==> src/rtl/voice_allocator.sv <==
// Scheduler that hands note commands to three note_player voices. Notes go to the
// lowest free voice, and advance commands block the command stream for N beats.
module voice_allocator #(
  parameter int NOTE_W = 6,
  parameter int DUR_W  = 6
) (
  input  logic                  clk,
  input  logic                  reset,
  input  logic                  play,
  input  logic                  flush,
  input  logic                  beat,
  input  logic                  cmd_valid,
  input  logic                  cmd_is_adv,
  input  logic [NOTE_W-1:0]     cmd_note,
  input  logic [DUR_W-1:0]      cmd_value,
  output logic                  cmd_ready,
  input  logic [2:0]            voice_done,
  output logic [2:0]            voice_load,
  output logic [3*NOTE_W-1:0]   voice_note,
  output logic [3*DUR_W-1:0]    voice_dur,
  output logic [2:0]            busy_mask,
  output logic                  idle
);

  typedef enum logic {
    ACCEPT   = 1'b0,
    WAIT_ADV = 1'b1
  } state_t;

  state_t             state_reg, state_next;
  logic [2:0]         busy_reg, busy_next;
  logic [DUR_W-1:0]   adv_cnt_reg, adv_cnt_next;
  logic [2:0]         voice_load_reg;

  logic [2:0]         free_vec;
  logic [2:0]         lower_free;
  logic [2:0]         sel_vec;
  logic [2:0]         load_vec;
  logic               accept;
  logic               is_note;

  logic [NOTE_W-1:0]  note_reg [3];
  logic [DUR_W-1:0]   dur_reg  [3];

  // Only the registered ownership counts: a voice finishing this cycle
  // becomes allocatable one cycle later.
  assign free_vec = ~busy_reg;
  assign is_note  = (cmd_note != '0);

  // The ready term looks at the payload so rests and advances are never
  // stalled by a full set of voices.
  assign cmd_ready = reset & play & ~flush & (state_reg == ACCEPT) &
                     (cmd_is_adv | ~is_note | (free_vec != 3'b000));
  assign accept    = cmd_valid & cmd_ready;

  // Lowest-index free voice as a one-hot select.
  generate
    for (genvar gi = 0; gi < 3; gi++) begin : g_sel
      if (gi == 0) begin : g_first
        assign lower_free[gi] = 1'b0;
      end else begin : g_rest
        assign lower_free[gi] = lower_free[gi-1] | free_vec[gi-1];
      end
      assign sel_vec[gi] = free_vec[gi] & ~lower_free[gi];
    end
  endgenerate

  assign load_vec = {3{accept & ~cmd_is_adv & is_note}} & sel_vec;

  always_comb begin
    state_next   = state_reg;
    adv_cnt_next = adv_cnt_reg;
    busy_next    = (busy_reg & ~voice_done) | load_vec;
    if (flush) begin
      state_next   = ACCEPT;
      adv_cnt_next = '0;
      busy_next    = 3'b000;
    end else begin
      case (state_reg)
        ACCEPT: begin
          if (accept && cmd_is_adv && (cmd_value != '0)) begin
            state_next   = WAIT_ADV;
            adv_cnt_next = cmd_value;
          end
        end
        WAIT_ADV: begin
          if (adv_cnt_reg == '0) begin
            state_next = ACCEPT;
          end else if (beat && play) begin
            adv_cnt_next = adv_cnt_reg - DUR_W'(1);
            if (adv_cnt_reg == DUR_W'(1)) begin
              state_next = ACCEPT;
            end
          end
        end
        default: begin
          state_next   = ACCEPT;
          adv_cnt_next = '0;
        end
      endcase
    end
  end

  always_ff @(posedge clk) begin
    if (!reset) begin
      state_reg      <= ACCEPT;
      busy_reg       <= 3'b000;
      adv_cnt_reg    <= '0;
      voice_load_reg <= 3'b000;
    end else begin
      state_reg      <= state_next;
      busy_reg       <= busy_next;
      adv_cnt_reg    <= adv_cnt_next;
      voice_load_reg <= load_vec;
    end
  end

  // Per-voice slots hold the last loaded note until that voice is reloaded.
  generate
    for (genvar gi = 0; gi < 3; gi++) begin : g_slot
      always_ff @(posedge clk) begin
        if (!reset) begin
          note_reg[gi] <= '0;
          dur_reg[gi]  <= '0;
        end else if (load_vec[gi]) begin
          note_reg[gi] <= cmd_note;
          dur_reg[gi]  <= cmd_value;
        end
      end
      assign voice_note[gi*NOTE_W +: NOTE_W] = note_reg[gi];
      assign voice_dur[gi*DUR_W +: DUR_W]    = dur_reg[gi];
    end
  endgenerate

  assign voice_load = voice_load_reg;
  assign busy_mask  = busy_reg;
  assign idle       = (state_reg == ACCEPT) && (busy_reg == 3'b000);

endmodule

==> config.mk <==
export PLATFORM = sky130hd
export DESIGN_NAME = voice_allocator
export DESIGN_NICKNAME = d
export VERILOG_FILES = /design/src/rtl/voice_allocator.sv
export SDC_FILE = /design/constraint.sdc
export NUM_CORES = 1
export LEC_CHECK = 0
export CORE_UTILIZATION = 46
export DETAILED_ROUTE_END_ITERATION = 12
export PLACE_DENSITY = 0.88
export RECOVER_POWER = 100
export SETUP_SLACK_MARGIN = 0.2
export SLEW_MARGIN = 0
export SYNTH_ARGS = -nofsm -noshare
export SYNTH_HDL_FRONTEND = slang
export SYNTH_SLANG_ARGS = --single-unit
==> constraint.sdc <==
create_clock -name clk -period 2.6 [get_ports clk]
set_clock_uncertainty 0.1 [all_clocks]
set_input_delay 0.52 -clock clk [delete_from_list [all_inputs] [get_ports clk]]
set_output_delay 0.52 -clock clk [all_outputs]
set_load 0.1 [all_outputs]
=== After elaboration in Yosys (flattened, before gate mapping) ===
Memory sizes are Yosys's and may differ from the RTL's.
Index checks and enable logic that the tools add are counted.

* Register bits after elaboration: 13
* RAM bits: 36
* Output and inout port bits: 44
* Memories kept: 2

* Add/sub/neg operators: 1
* Eq/ne operators: 4
* Multiplexer cells: 25
* Bitwise operators: 30
* Reduce and logical (&&, ||, !) cells: 11

{| class="wikitable"
|+ Memories
! name !! words !! width !! rd ports !! clocked after Yosys merged registers in !! write ports !! RTL line !! RTL
|-
| dur_reg || 3 || 6 || 3 || 0 || 3 || 43 || <nowiki>logic [DUR_W-1:0] dur_reg [3];</nowiki>
|-
| note_reg || 3 || 6 || 3 || 0 || 3 || 42 || <nowiki>logic [NOTE_W-1:0] note_reg [3];</nowiki>
|}

{| class="wikitable"
|+ Operators by type and width
! cell !! number
|-
| 6-bit 2-to-1 mux || 9
|-
| 1-bit 2-to-1 mux || 14
|-
| 6-bit case mux with 2 select lines || 1
|-
| 6-bit nonzero test || 2
|-
| 1-bit AND || 9
|-
| 1-bit OR || 9
|-
| 1-bit NOT || 7
|-
| 3-bit AND || 2
|-
| 6-bit by 1-bit == test with 1-bit output (second input constant) || 1
|-
| 6-bit logical NOT || 1
|-
| 3-bit NOT || 2
|-
| 6-bit by 1-bit subtractor with 6-bit output (second input constant) || 1
|-
| 1-bit logical AND || 4
|-
| 2-bit inequality test (second input constant) || 2
|-
| 3-bit logical NOT || 1
|-
| 3-bit OR || 1
|-
| 3-bit AND reduction || 1
|-
| 3-bit nonzero test || 1
|-
| 2-bit by 1-bit inequality test with 1-bit output (second input constant) || 1
|-
| 1-bit case mux with 2 select lines || 1
|-
| 2-bit OR reduction || 1
|}

=== Longest topological paths before layout ===
Gate-level depths: netlist of the first run.

* Word-level depth: 13
* Mapped depth: 7
* Depth with buffers taken out: 6

=== Worst setup path after synthesis of the first run ===
OpenSTA, ideal clock, no wires.

* Path type: register -> output
* Start: register busy_reg[0], in the netlist busy_mask[0]
* End: output idle
* Data arrival time: 3.713 ns
* Data required time: 1.980 ns
* Path slack: -1.733 ns
* Stages on the path, launching flop included: 2
* Path through: dfxtp_1 -> nor4_1

* Word-level cells in the longest chain between the ends: 2

{| class="wikitable"
|+ RTL lines
! element !! RTL line !! RTL
|-
| from (decl) || 31 || <nowiki>logic [2:0] busy_reg, busy_next;</nowiki>
|-
| from (signal assigned) || 112 || <nowiki>busy_reg <= busy_next;</nowiki>
|-
| 3-bit logical NOT || 137 || <nowiki>assign idle = (state_reg == ACCEPT) && (busy_reg == 3'b000);</nowiki>
|-
| 1-bit logical AND || 137 ||
|-
| to (decl) || 22 || <nowiki>output logic idle</nowiki>
|}

No other way between the ends.

==> results of run 1 <==
-- per-stage QoR --
step                total power, W  setup WS (ps)
global route               0.00169           92.3
detailed placement         0.00123          -97.2
global placement           0.00123          -95.5
floorplan                  0.00111            255
CTS                        0.00166            207
finish                     0.00163            149
-- logic make-up after synthesis --
kind of cell,share of synthesized area (%)
fa+ha+maj,1.19
simple gates,22.6
buf+inv,3.68
xor+xnor,0.416
flops,63.7
compound gates,8.44
-- repair_timing --
item / 4_1_cts / 5_1_grt
pin swaps: 4 / 3
buffers inserted: 6 / 0
setup endpoints to repair: 1 / 38
gates cloned: 0 / 1
hold buffers: 0 / 0
resized for setup: 6 / 11
-- Yosys cell counts (2+ instances only) --
cell / n
nor2_1: 10
clkbuf_1: 2
ha_1: 2
nor2b_1: 4
a211o_1: 2
inv_1: 8
dfxtp_1: 13
edfxtp_1: 36
nor4_1: 4
nand3_1: 2
a31oi_1: 4
nand2_1: 12
buf_2: 2
nand2b_1: 4
o22ai_1: 2
o32ai_1: 2
buf_6: 2
a21oi_1: 8
and2_1: 35
-- layer usage --
metal	part of all wire (%)	vias up	track usage [%]
met5	0	-	0
met4	1.1	0	5.56
met3	7.1	6	5.23
met1	41	764	27.3
met2	50	77	38.3
li1	-	783	-
-- worst min path at each step --
stage,to,slack (ps),startpoint,cells past startpoint
floorplan,adv_cnt_reg[5],330,adv_cnt_reg[5],2
global placement,adv_cnt_reg[5],340,adv_cnt_reg[5],2
detailed placement,adv_cnt_reg[5],370,adv_cnt_reg[5],2
CTS,adv_cnt_reg[5],380,adv_cnt_reg[5],2
global route,adv_cnt_reg[4],410,adv_cnt_reg[4],2
finish,adv_cnt_reg[4],380,adv_cnt_reg[4],2
-- power groups by stage --
stage	Sequential [W]	Clock (W)	Combinational, W
after floorplan	0.00107	0	0.0000389
after global placement	0.000887	0	0.000339
after detailed placement	0.000887	0	0.000342
after CTS	0.000870	0.000443	0.000347
after global routing	0.000871	0.000476	0.000339
final	0.000868	0.000435	0.000329
-- layout by cell type (no fill, tap or decap), types with 2 or more instances in the layout --
master / netlist / final
dfxtp_1: 13 / 10
nor4_1: 4 / 3
dfxtp_2: 0 / 3
o22ai_1: 2 / 2
and2_1: 35 / 18
edfxtp_1: 36 / 36
a21oi_1: 8 / 7
clkbuf_2: 0 / 2
nand2_1: 12 / 11
nand2b_1: 4 / 3
and2_0: 0 / 18
clkbuf_8: 0 / 5
nand3_1: 2 / 2
clkbuf_1: 2 / 44
nor2_1: 10 / 8
a31oi_1: 4 / 4
buf_12: 0 / 4
clkinvlp_4: 0 / 2
buf_4: 1 / 20
o32ai_1: 2 / 2
nor2b_1: 4 / 4
clkbuf_4: 0 / 2
a211o_1: 2 / 2
inv_1: 8 / 8
nor4_4: 1 / 2
dlygate4sd2_1: 0 / 3
clkdlybuf4s50_1: 0 / 16
o21ai_0: 1 / 2
ha_1: 2 / 2
nand2_2: 1 / 2
nor3_1: 1 / 2
-- layout make-up --
| type | count | area (um2) |
|---|---|---|
| Inverter | 8 | 30.0 |
| Sequential cell | 49 | 1350 |
| Tap cell | 52 | 65.1 |
| Fill cell | 382 | 1520 |
| Clock buffer | 6 | 72.6 |
| Timing Repair Buffer | 92 | 624 |
| Multi-Input combinational cell | 107 | 714 |
| Clock inverter | 2 | 15.0 |
-- worst register-to-register path, stage by stage (launching register included) --
cell	delay (ps)
dfxtp_1	360
and4bb_1	240
clkbuf_1	120
and2_0	190
a31oi_2	550
o21ai_0	200
o311a_1	150
==> flow_summary_export.csv, run 1 <==
group,metric,value,unit
placed_design,dp_cells,301,
critical_path,crit_fanout,14,
final_layout,antennaDiodeCount,0,
critical_path,r2r_cells,6,
pwr,switching_share,31.2,%
pwr,p_int,0.00112,W
sta,drv_slew,0,
global_routing,antenna_found_initial,0,
critical_path,cp-end-kind,"flop",
drt,routed_wl,5190,um
clock_tree,numCtsBuffers,5,
critical_path,max_stage_delay,590,ps
synthesis,avgSynthCellArea,12.3,um2
critical_path,reg2reg_from,"state_reg",
pwr,pwr-share-comb,20.2,%
synthesis,ys_async_sr_fraction,0,%
placed_design,placed_area,2890,um2
sta,finalCritPeriodShare,94.3,%
synthesis,ys_warn_count,0,
placed_design,dpl.hpwl,3650,um
drt,wl_per_cell,16.4,um
critical_path,slowest_stage,"dlygate4sd3_1",
floorplanning,ios,66,
global_routing,grt-ovfl-total,0,
sta,worstMarginPinSlew,1210,ps
sta,timing.hold.ws,377,ps
clock_tree,insertion_delay,290,ps
clock_tree,clk_path_buf_depth,2,
synthesis,synthFlopType,"edfxtp_1",
synthesis,netlist_instances,171,
synthesis,synth_top_area_share,51.3,%
critical_path,crit_buf_inv,7,
sta,hold_viol,0,
job,cap_viol_max_count,0,
critical_path,worstPathArrival,2400,ps
critical_path,rrSetupSlack,600,ps
critical_path,start_kind,"input port",
final_layout,final_util,65.4,%
clock_tree,root_buffer,"clkbuf_8",
critical_path,startpoint,"cmd_note[4]",
synthesis,synth_edf_count,36,
final_layout,areaGrowthSynthToFinish,36.1,%
pwr,clockPowerShare,26.7,%
critical_path,r2r-end,"adv_cnt_reg[0]",
clock_tree,cts.sinks,49,
drt,first_iter_violations,109,
global_routing,grt_pass1_wl,8070,um
global_routing,grt_usage,21.9,%
sta,relSlewSlack,19.4,%
critical_path,path_cells,"dlygate4sd3_1, nor2_2, a21oi_2, buf_4, buf_4, buf_4, clkbuf_4, buf_4, nor3b_2, buf_4, and2_0",
pwr,seqPwrFrac,53.2,%
critical_path,cp_common_cell,"buf_4",
floorplanning,core_region_area,4380,um2
synthesis,synth-seq-area-share,63.7,%
sta,rsz0062_at_grt,"yes",
floorplanning,initial_core_util,48.0,%
synthesis,ys_ff_latch,49,
final_layout,stdcell_area,2870,um2
placed_design,port_buffers,65,
global_routing,grt_max_degree,19,
floorplanning,die_w,69.7,um
floorplanning,die_height,69.7,um
critical_path,worstSetupPathType,"in -> reg",
pwr,power_density,570,nW/um2
pwr,leakage,1.07,nW
clock_tree,cts_htree_levels,2,
drt,antenna_left,0,
clock_tree,clk_pin_slew,80,ps
outcome,status,"finished clean",
critical_path,worstSetupEndpoint,"dur_reg[0][3]",
drt,vias_per_cell,5.16,
floorplanning,die_area,4850,um2
drt,dr.pass1.iters,4,
final_layout,nNetsFinal,287,
synthesis,yosys.area.top_type,"edfxtp_1",
sta,setup_violations,0,
floorplanning,rows,24,
placed_design,gp_congestion,1.01,
critical_path,path_delay_family,"buffers and inverters",
worst_hold_path,hold_path_class,"reg -> reg",
global_routing,grt_pass1_vias,1599,
final_layout,final_cells,316,
drt,num_vias,1630,
clock_tree,cts_tree,"done",
drt,drc_errors,0,
critical_path,worstPathRequired,2550,ps
sta,max_freq,408,MHz
synthesis,synth.area.top_cells,"edfxtp_1 51%, dfxtp_1 12%, and2_1 10%",
synthesis,yosysUniqueCellTypes,36,
sta,final.setup.tns,0,ps
final_layout,drive_gt1_share,19.3,%
pwr,netSwitchingPower,0.000509,W
critical_path,crit_cells,11,
sta,post-route-min-period,2450,ps
synthesis,synthesis.nets,195,
synthesis,syn_area,2110,um2
pwr,ir_drop,0.264,mV
Note: power is estimated with default switching activity, not from simulation.
==> run 2, diff against run 1 <==
--- a/config.mk
+++ b/config.mk
@@ -5,10 +5,12 @@
 export SDC_FILE = /design/constraint.sdc
 export NUM_CORES = 1
 export LEC_CHECK = 0
-export CORE_UTILIZATION = 46
+export CELL_PAD_IN_SITES_DETAIL_PLACEMENT = 1
+export CELL_PAD_IN_SITES_GLOBAL_PLACEMENT = 1
+export CORE_UTILIZATION = 36
+export CTS_CLUSTER_SIZE = 25
 export DETAILED_ROUTE_END_ITERATION = 12
 export PLACE_DENSITY = 0.88
-export RECOVER_POWER = 100
 export SETUP_SLACK_MARGIN = 0.2
 export SLEW_MARGIN = 0
 export SYNTH_ARGS = -nofsm -noshare
==> flow_summary_export.csv, run 2 (synthesis results as in run 1) <==
group,metric,value,unit
final_layout,mostFrequentLayoutCell,"buf_4",
final_layout,layout_common_cells,"52 x buf_4, 36 x edfxtp_1, 35 x and2_1, 15 x clkdlybuf4s50_1, 11 x nand2_1",
critical_path,rrSetupSlack,760,ps
drt,antenna_left,0,
final_layout,drive_gt1_share,32.0,%
outcome,status,"finished clean",
clock_tree,cts_hold_buf,0,
final_layout,num-fill-cells,602,
clock_tree,postCtsSetupRepairBufs,0,
pwr,seqPwrFrac,52.4,%
placed_design,place_ws,-2.32,ps
final_layout,areaGrowthSynthToFinish,41.7,%
job,cap_viol_max_count,0,
clock_tree,numCtsBuffers,5,
pwr,netSwitchingPower,0.000520,W
drt,maxUsedRoutingLayer,"met4",
sta,setup_violations,0,
pwr,ir_drop,0.210,mV
drt,num_vias,1576,
clock_tree,cts_tree,"done",
sta,hold_viol,0,
drt,met1_length,2240,um
final_layout,nNetsFinal,273,
global_routing,antenna_found_initial,0,
clock_tree,cts_htree_levels,2,
pwr,pwr-share-comb,20.6,%
sta,max_freq,426,MHz
drt,drc_errors,0,
clock_tree,root_buffer,"clkbuf_8",
drt,dr_wl_met3,206,um
placed_design,dpl.hpwl,4130,um
placed_design,dp_cells,314,
final_layout,antennaDiodeCount,0,
drt,dr.pass1.iters,2,
pwr,leakage,1.20,nW
sta,worstMarginPinSlew,562,ps
pwr,power_density,555,nW/um2
drt,routed_wl,5480,um
floorplanning,die_w,78.5,um
floorplanning,rows,27,
sta,post-route-min-period,2350,ps
global_routing,grt_pass1_vias,1646,
critical_path,worstPathRequired,1980,ps
floorplanning,die_area,6160,um2
global_routing,grt-ovfl-total,0,
final_layout,final_cells,322,
critical_path,worstPathArrival,1730,ps
sta,fin_ws,252,ps
pwr,switching_share,31.4,%
floorplanning,ios,66,
clock_tree,clk_path_buf_depth,2,
worst_hold_path,hold_path_depth,2,
clock_tree,cts.sinks,49,
critical_path,cp-end-kind,"output port",
critical_path,slowest_stage,"nor4_4",
sta,relSlewSlack,62.5,%
sta,finalCritPeriodShare,90.3,%
global_routing,grt_max_degree,19,
drt,wl_per_cell,17.0,um
floorplanning,core_region_area,5570,um2
worst_hold_path,hold_path_class,"reg -> reg",
pwr,p_int,0.00114,W
critical_path,crit_fanout,2,
drt,vias_per_cell,4.89,
global_routing,grt_pass1_wl,8420,um
drt,dr_wl_met2,2970,um
critical_path,path_cells,"dlygate4sd2_1, nor4_4, a21oi_2, nand2_2, nor2_2, a21boi_4, buf_12",
pwr,clockPowerShare,27.0,%
drt,first_iter_violations,36,
placed_design,port_buffers,65,
floorplanning,initial_core_util,37.8,%
critical_path,worstSetupPathType,"in -> out",
floorplanning,die_height,78.5,um
placed_design,gp_congestion,0.820,
global_routing,grt_usage,18.5,%
critical_path,start_kind,"input port",
sta,rsz0062_at_grt,"no",
clock_tree,clk_pin_slew,90,ps
critical_path,max_stage_delay,320,ps
sta,drv_slew,0,
clock_tree,insertion_delay,300,ps
critical_path,r2r_cells,5,
[run 2: cell count changes in the layout (fill, tap and decap cells not counted), sizes merged]
cell and delta:
clkdlybuf4s15 +1, dlygate4sd3 -1, clkdlybuf4s50 -1, clkbuf -47, buf +32, dlygate4sd2 +2
[run 2: final cells by class]
cell class / instances / area [um2] / share of cell area (%)
clock buffers: 6 / 72.6 / 2.43
flip-flops and latches: 49 / 1350 / 45.1
inverters: 8 / 30.0 / 1.01
well taps: 72 / 90.1 / 3.02
multi-input cells: 107 / 737 / 24.7
clock inverters: 2 / 15.0 / 0.503
repair buffers: 78 / 694 / 23.3
[run 2: repair_timing]
item                                    CTS  global route
resized for setup                         9             3
endpoints found under the setup margin    1             1
pin swaps                                 3             1
[run 2: worst paths after layout]
kind,startpoint,end
worst max-delay path,cmd_note[1],cmd_ready
worst min-delay path,adv_cnt_reg[5],adv_cnt_reg[5]
worst max register to register,adv_cnt_reg[2],adv_cnt_reg[0]
worst min register to register,adv_cnt_reg[5],adv_cnt_reg[5]
[run 2: per-stage QoR]
stage	utilization, %	TNS, ps	instance area [um2]	hold WS [ps]	power, W
final	53.5	0	2980	371	0.00166
after global routing	53.5	0	2980	371	0.00170
after CTS	53.3	0	2970	370	0.00166
after detailed placement	51.6	-2.32	2880	358	0.00123
after global placement	51.6	0	2880	340	0.00122
after floorplan	-	0	2140	332	0.00111
[run 2: worst max-delay path: cells and delay by family]
kind                   cells  cell delay, ps
buffers and inverters      2             470
AND/OR/NAND/NOR            3             470
AO/OA/AOI/OAI              2             270
[run 2: power by group through the flow]
| stage | sequential (W) | combinational (W) | clock, W |
|---|---|---|---|
| 2_1_floorplan | 0.00107 | 0.0000389 | 0 |
| 3_3_place_gp | 0.000886 | 0.000334 | 0 |
| 3_5_place_dp | 0.000887 | 0.000340 | 0 |
| 4_1_cts | 0.000869 | 0.000339 | 0.000457 |
| 5_1_grt | 0.000871 | 0.000349 | 0.000478 |
| 6_report | 0.000869 | 0.000340 | 0.000447 |
[run 2: per-layer routing]
layer,up-vias,GRT usage [%]
met5,-,0
met4,0,6.30
met3,6,3.60
met2,46,36.1
met1,772,19.5
li1,752,-
